$ cat config.mk
export PLATFORM = sky130hd
export DESIGN_NAME = btn_cmd_ctrl
export DESIGN_NICKNAME = d
export VERILOG_FILES = /design/src/rtl/btn_cmd_pkg.sv /design/src/rtl/btn_debounce.sv /design/src/rtl/btn_cmd_ctrl.sv
export SDC_FILE = /design/constraint.sdc
export NUM_CORES = 1
export LEC_CHECK = 0
export ABC_CLOCK_PERIOD_IN_PS = 4700
export CAP_MARGIN = 20
export CORE_ASPECT_RATIO = 2
export CORE_UTILIZATION = 60
export CTS_CLUSTER_SIZE = 16
export DETAILED_ROUTE_END_ITERATION = 8
export GPL_TIMING_DRIVEN = 0
export PLACE_DENSITY_LB_ADDON = 0.25
export SYNTH_ARGS = -nofsm -noshare
export SYNTH_HDL_FRONTEND = slang
export SYNTH_HIERARCHICAL = 1
export SYNTH_SLANG_ARGS = --single-unit
$ cat constraint.sdc
create_clock -name clk -period 4.7 [get_ports clk]
set_clock_uncertainty 0.15 [all_clocks]
set_input_delay 0.47 -clock clk [delete_from_list [all_inputs] [get_ports clk]]
set_output_delay 0.47 -clock clk [all_outputs]
set_load 0.005 [all_outputs]
$ cat src/rtl/btn_cmd_pkg.sv
// Shared constants for the push-button run-control block: step handshake state
// encoding and the default debounce interval.
package btn_cmd_pkg;

  typedef logic [1:0] step_state_t;

  localparam step_state_t IDLE = 2'd0;
  localparam step_state_t REQ  = 2'd1;
  localparam step_state_t DROP = 2'd2;

  // 10 ms at the 60 MHz CPU clock
  localparam int unsigned DEBOUNCE_10MS_60MHZ = 600000;

endpackage

$ cat src/rtl/btn_debounce.sv
// Single-button debouncer: accepts a level change only after it has been stable for
// DEBOUNCE_CYCLES consecutive cycles, and flags the cycle the accepted level rises.
module btn_debounce import btn_cmd_pkg::*; #(
  parameter int unsigned DEBOUNCE_CYCLES = DEBOUNCE_10MS_60MHZ,
  parameter int unsigned CNT_W           = 20
) (
  input  logic clk,
  input  logic rst_a,
  input  logic raw,
  output logic level,
  output logic rise
);

  localparam logic [CNT_W-1:0] LAST = CNT_W'(DEBOUNCE_CYCLES - 1);

  logic [CNT_W-1:0] cnt_q;
  logic             stab_q;
  logic             prev_q;

  // Any sample equal to the stable level restarts the count, so glitches never accumulate.
  always_ff @(posedge clk or negedge rst_a) begin
    if (!rst_a) begin
      cnt_q  <= '0;
      stab_q <= 1'b0;
      prev_q <= 1'b0;
    end else begin
      prev_q <= stab_q;
      if (raw == stab_q) begin
        cnt_q <= '0;
      end else if (cnt_q == LAST) begin
        stab_q <= raw;
        cnt_q  <= '0;
      end else begin
        cnt_q <= cnt_q + 1'b1;
      end
    end
  end

  assign level = stab_q;
  assign rise  = stab_q & ~prev_q;

endmodule

$ cat src/rtl/btn_cmd_ctrl.sv
// Turns the three debounced buttons into run/halt command pulses and a 4-phase
// single-step request towards the CPU core.
module btn_cmd_ctrl import btn_cmd_pkg::*; #(
  parameter int unsigned DEBOUNCE_CYCLES = DEBOUNCE_10MS_60MHZ,
  parameter int unsigned CNT_W           = 20
) (
  input  logic       clk,
  input  logic       rst_a,
  input  logic [3:1] buttons,
  input  logic       cpu_running,
  input  logic       step_ack,
  output logic [3:1] btn_level,
  output logic       dbg_run_core,
  output logic       dbg_halt_core,
  output logic       step_cycle,
  output logic       step_busy
);

  logic [3:1]  rise;
  logic        run_q;
  logic        halt_q;
  logic        pending_q;
  logic        pending_d;
  logic        pending_keep;
  logic        step_press;
  step_state_t state_q;
  step_state_t state_d;

  for (genvar i = 1; i <= 3; i++) begin : g_btn
    btn_debounce #(
      .DEBOUNCE_CYCLES(DEBOUNCE_CYCLES),
      .CNT_W          (CNT_W)
    ) u_debounce (
      .clk  (clk),
      .rst_a(rst_a),
      .raw  (buttons[i]),
      .level(btn_level[i]),
      .rise (rise[i])
    );
  end

  always_comb begin
    step_press   = rise[3] & ~cpu_running;
    // A press during a handshake is remembered once; a run command cancels it.
    pending_keep = (pending_q | (step_press & (state_q != IDLE))) & ~run_q;
    state_d      = state_q;
    pending_d    = pending_keep;
    case (state_q)
      IDLE: begin
        if (step_press) state_d = REQ;
      end
      REQ: begin
        if (step_ack) state_d = DROP;
      end
      DROP: begin
        if (!step_ack) begin
          state_d   = pending_keep ? REQ : IDLE;
          pending_d = 1'b0;
        end
      end
      default: state_d = IDLE;
    endcase
  end

  always_ff @(posedge clk or negedge rst_a) begin
    if (!rst_a) begin
      run_q     <= 1'b0;
      halt_q    <= 1'b0;
      pending_q <= 1'b0;
      state_q   <= IDLE;
    end else begin
      halt_q    <= rise[2];
      run_q     <= rise[1] & ~rise[2];
      pending_q <= pending_d;
      state_q   <= state_d;
    end
  end

  assign dbg_run_core  = run_q;
  assign dbg_halt_core = halt_q;
  assign step_cycle    = (state_q == REQ);
  assign step_busy     = (state_q != IDLE);

endmodule

; ---- Yosys cells after proc, flatten, opt, wreduce, memory -nomap -nowiden
; Cells that the tools add are included.
[classes]
addsub = 3
n_eq_ne = 11
mux = 13
n_bitwise = 17
reduce_logical = 6
[ops]
columns = operator, count
row1 = 20-bit 2-to-1 mux, 6
row2 = "20-bit by 1-bit adder with 20-bit output, second input constant", 3
row3 = "20-bit equality test, second input constant", 3
row4 = 1-bit inverter, 9
row5 = 1-bit AND, 7
row6 = 2-bit 2-to-1 mux, 3
row7 = "2-bit != test, second input constant", 3
row8 = 2-bit one-hot mux with 3 select lines, 1
row9 = 2-bit AND reduction, 3
row10 = 1-bit equality test, 3
row11 = 1-bit 2-to-1 mux, 3
row12 = 3-bit AND reduction, 1
row13 = "2-bit by 1-bit equality test with 1-bit output, second input constant", 1
row14 = "2-bit equality test, second input constant", 1
row15 = 2-bit logical NOT, 1
row16 = 2-bit nonzero test, 1
row17 = 1-bit OR, 1
[word_totals]
reg_bits = 71
output_inout_bits = 7
wordCells = 63

; ---- Logic depth before layout (Yosys ltp)
[logic_depth]
ltp_word = 9
depth_mapped = 5

; ---- Modules after synthesis
; Netlist, hierarchy kept.
[by_module_without_submodules]
columns = mod, n_inst, cells_per_inst, area_per_inst_um2, seq_area_each_um2
row1 = btn_debounce, 3, 109, 1103.6, 550.5
row2 = btn_cmd_ctrl, 1, 19, 212.7, 125.1

; ---- Worst setup path after synthesis
; OpenSTA, ideal clock, no wires.
[synth_timing]
path_kind = register to register
from = register g_btn[1].u_debounce.cnt_q[12]
to = register g_btn[1].u_debounce.cnt_q[10]
setup_ns = 0.119
arrival_time_ns = 1.695
t_required_ns = 4.431
slack_ns = 2.736
stages_incl_launch_ff = 6
synth_period_minus_slack_ns = 1.964
cell_sequence = dfrtp_1 > nor4b_1 > nand4b_1 > o41ai_4 > buf_6 > nor2_1
[synth_via]
elab_chain_len = 3
[synth_lines]
columns = item, line
row1 = start: declaration, btn_debounce.sv:16  ; logic [CNT_W-1:0] cnt_q;
row2 = start signal: assignment, btn_debounce.sv:34  ; cnt_q <= cnt_q + 1'b1;
row3 = 20-bit equality test, btn_debounce.sv:30  ; end else if (cnt_q == LAST) begin
row4 = 20-bit 2-to-1 mux, btn_debounce.sv:30
row5 = 20-bit 2-to-1 mux, btn_debounce.sv:28  ; if (raw == stab_q) begin
; No other way between the ends.
; A chain may end at the register's enable or synchronous reset.

; ---- Worst setup path in the final report
[layout_timing]
from = register g_btn[1].u_debounce.cnt_q[11]
to = register g_btn[1].u_debounce.cnt_q[15]
[layout_via]
elab_chain_len = 3
elab_cells_between_ends = 4
classes_between = 1 x add/sub / 1 x eq/ne / 2 x mux
[layout_lines]
columns = item, line
row1 = 20-bit by 1-bit adder with 20-bit output / 20-bit equality test (equally long branches), "btn_debounce.sv:34, btn_debounce.sv:30"
row2 = 20-bit 2-to-1 mux *, btn_debounce.sv:30
row3 = 20-bit 2-to-1 mux *, btn_debounce.sv:28
; Mark *: on every way between the ends. The rest lies on a longest branch, timed or not.

==> results.md <==
- Peak supply drop: 383 µV
- Starting DRT DRC Count: 131
- Fillers: 428
- Buffers added on ports: 13
- RSZ-0062 raised after global routing: false
- WL per Instance: 15.9 µm
- #FFs+latches synth: 71
- Final core area utilization: 71.6%
- Wl on met1: 2650 µm
- Setup tns final: 0 ns
- LEAKAGE: 1.65 nW
- CP Launch Type: flip-flop
- Worst skew pair latency: 0.33 ns
- Final ANT Viol Nets: 0
- GPL Wtd Cong: 0.871
- Area leader, netlist: dfrtp_1
- Register area: 1780 µm²
- Uppermost layer routed: met4
- Hpwl dp: 4780 µm
- # IOs: 14
- # H-tree levels: 3
- Area share of the largest cell type after synthesis: 50.4%
- Status: finished clean
- Cts bufs inserted: 9
- Vias in the first global route: 2,716
- R2R Setup Slk: 2.31 ns
- Clock power share: 52.1%
- Period Utilization, post-route: 50.8%
- Reg2reg path depth: 5
- Full die area: 6200 µm²
- Routed wl met3: 217 µm
- Diodes inserted: 0
- Total power: 1.40 mW
- CP endpoint kind: flip-flop
- Register area share after synthesis: 50.4%
- RR Endpoint: g_btn[1].u_debounce/cnt_q[15]
- Worst Path Max Fanout: 10
- Tot GR Track Use: 25.8%
- Crit-path slowest cell: o41ai_4
- Clk sink count: 71
- Worst-Margin Slew: 0.879 ns
- Die W: 56.2 µm
- Post-synthesis area per instance: 10.2 µm²
- Routed WL: 6920 µm
- DR DRC count: 0
- Reg power frac: 44.7%
- Reg clk slew, reported paths: 0.05 ns
- Sw frac: 19.4%
- Yosys warning total: 6
- WP buf/inv: 1
- Die Y: 110 µm
- Worst path required time: 4.77 ns
- Final min period: 2.39 ns
- Area delta synth->final: 15.0%
- Share of post-route cells with drive strength above 1: 10.4%
- Nets: 380
- Crit path max-delay family: simple AND/OR/NAND/NOR gates
- WHS: 0.101 ns
- Asr flop ratio synth: 100%
- First-pass GRT wire length: 12,000 µm
- Congestion Overflow GR: 0
- Commonest cells after routing, fill and taps aside: dfrtp_1, nor2_1, xnor2_1
- Dpl cell area: 3730 µm²
- Critical-path cell list: nor4b_1, nand4b_1, o41ai_4, buf_6, nor2_1
- Root Buffer: clkbuf_16
- Power Internal: 1.13 mW
- Comb pwr share: 3.3%
- Rows: 39
- Post_cts resized: 0
- Crit Path Class: flip-flop to flip-flop
- Top cells by area, synth: dfrtp_1, xnor2_1, nor2_1, nor4_1, nor3_1
- Most common cell after layout, fill and taps aside: dfrtp_1
- Max incr delay on CP: 0.72 ns
- Max cap viols: 0
- CORE AREA: 5660 µm²
- Met2 WL post-DR: 3760 µm
- Synthesized area: 3520 µm²
- Largest net degree at the start of global routing: 72
- Critical path depth in cells: 5
- Critical R2R Launch: g_btn[1].u_debounce/cnt_q[11]
- Main flop type after synthesis: dfrtp_1
- Via density: 6.08
- Mapped Nets: 356
- TritonRoute pass-1 iters: 4
- Final setup viols: 0
- Via Count: 2,652
- CTS Buffer Depth: 2
- Max Clk Rate: 0.419 GHz
- EDFF count, synth: 0
- Hold Fails Final Rpt: 0
- Initial antenna violation count: 0
- Design area: 4050 µm²
- Net switching power figure: 0.271 mW
- Pwr Density: 345 nW/µm²
- Multi-input logic area: 1680 µm²
- CTS tree: done
- Mapped Cells: 346
- # Post-CTS Setup Buffers: 0
- Initial Util: 62.2%
- Netlist cell types: 33
- Hold_buf cts: 0
- Slew Limit Fails: 0
- Arr. time, crit path: 2.46 ns
- Slew HR: 41.4%
- Worst min path class: input port to asynchronous set/reset pin
cell usage after synthesis (6+ instances only):
cell type,instances
dfrtp_1,71
nor2b_1,6
nor2_1,64
xnor2_1,39
nand2_1,21
o21ai_0,6
nor4b_1,6
inv_1,7
xor2_1,9
nand4_1,12
nor4_1,18
nand3_1,15
nor3_1,18
a21oi_1,8
routing by layer:
layer	GRT usage [%]	vias up
met2	44.3	51
met5	0	-
met1	26.9	1308
li1	-	1272
met3	7.47	21
met4	17.6	0
worst max-delay path by stage:
stage | slack [ns] | end | start
global route | 2.21 | g_btn[3].u_debounce/cnt_q[9] | g_btn[3].u_debounce/cnt_q[12]
detailed placement | 2.33 | g_btn[3].u_debounce/cnt_q[9] | g_btn[3].u_debounce/cnt_q[12]
floorplan | 2.74 | g_btn[1].u_debounce/cnt_q[10] | g_btn[1].u_debounce/cnt_q[12]
global placement | 0.66 | g_btn[1].u_debounce/cnt_q[5] | rst_a
finish | 2.31 | g_btn[1].u_debounce/cnt_q[15] | g_btn[1].u_debounce/cnt_q[11]
CTS | 2.34 | g_btn[1].u_debounce/cnt_q[15] | g_btn[1].u_debounce/cnt_q[11]
cells by family after synthesis:
family	Yosys count	share of synthesized area, %
xor gates and xnor gates	48	11.9
buffers and inverters	11	1.81
muxes	3	0.959
and+or+nand+nor	186	27.9
DFF	71	50.4
adders and majority gates	3	1.07
AOI/OAI and AO/OA	24	5.89
state kept, by name, indices dropped and copies added (netlist names):
signal	flops
g_btn.u_debounce/cnt_q	60
g_btn.u_debounce/level	3
g_btn.u_debounce/prev_q	3
state_q	2
dbg_halt_core	1
dbg_run_core	1
pending_q	1
power by group through the flow:
stage,Sequential [mW],Combinational [mW],Clock [mW]
floorplan,0.633,0.0235,0
global placement,0.634,0.0456,0
detailed placement,0.635,0.0462,0
CTS,0.624,0.0467,0.743
global route,0.624,0.0528,0.771
finish,0.624,0.0454,0.728
through the flow:
step	setup WS [ns]	instances
floorplan	2.74	346
global placement	0.665	420
detailed placement	2.33	420
CTS	2.34	436
global route	2.21	436
finish	2.31	436
cell type report:
| cell class | count | share of cell area (%) |
|---|---|---|
| Tap cell | 61 | 1.88 |
| Buffer | 3 | 0.834 |
| Inverter | 8 | 0.741 |
| Timing Repair Buffer | 13 | 3.15 |
| Clock buffer | 13 | 6.42 |
| Sequential cell | 71 | 43.8 |
| Multi-Input combinational cell | 264 | 41.5 |
| Clock inverter | 3 | 1.61 |
(Power assumes the default switching activity.)
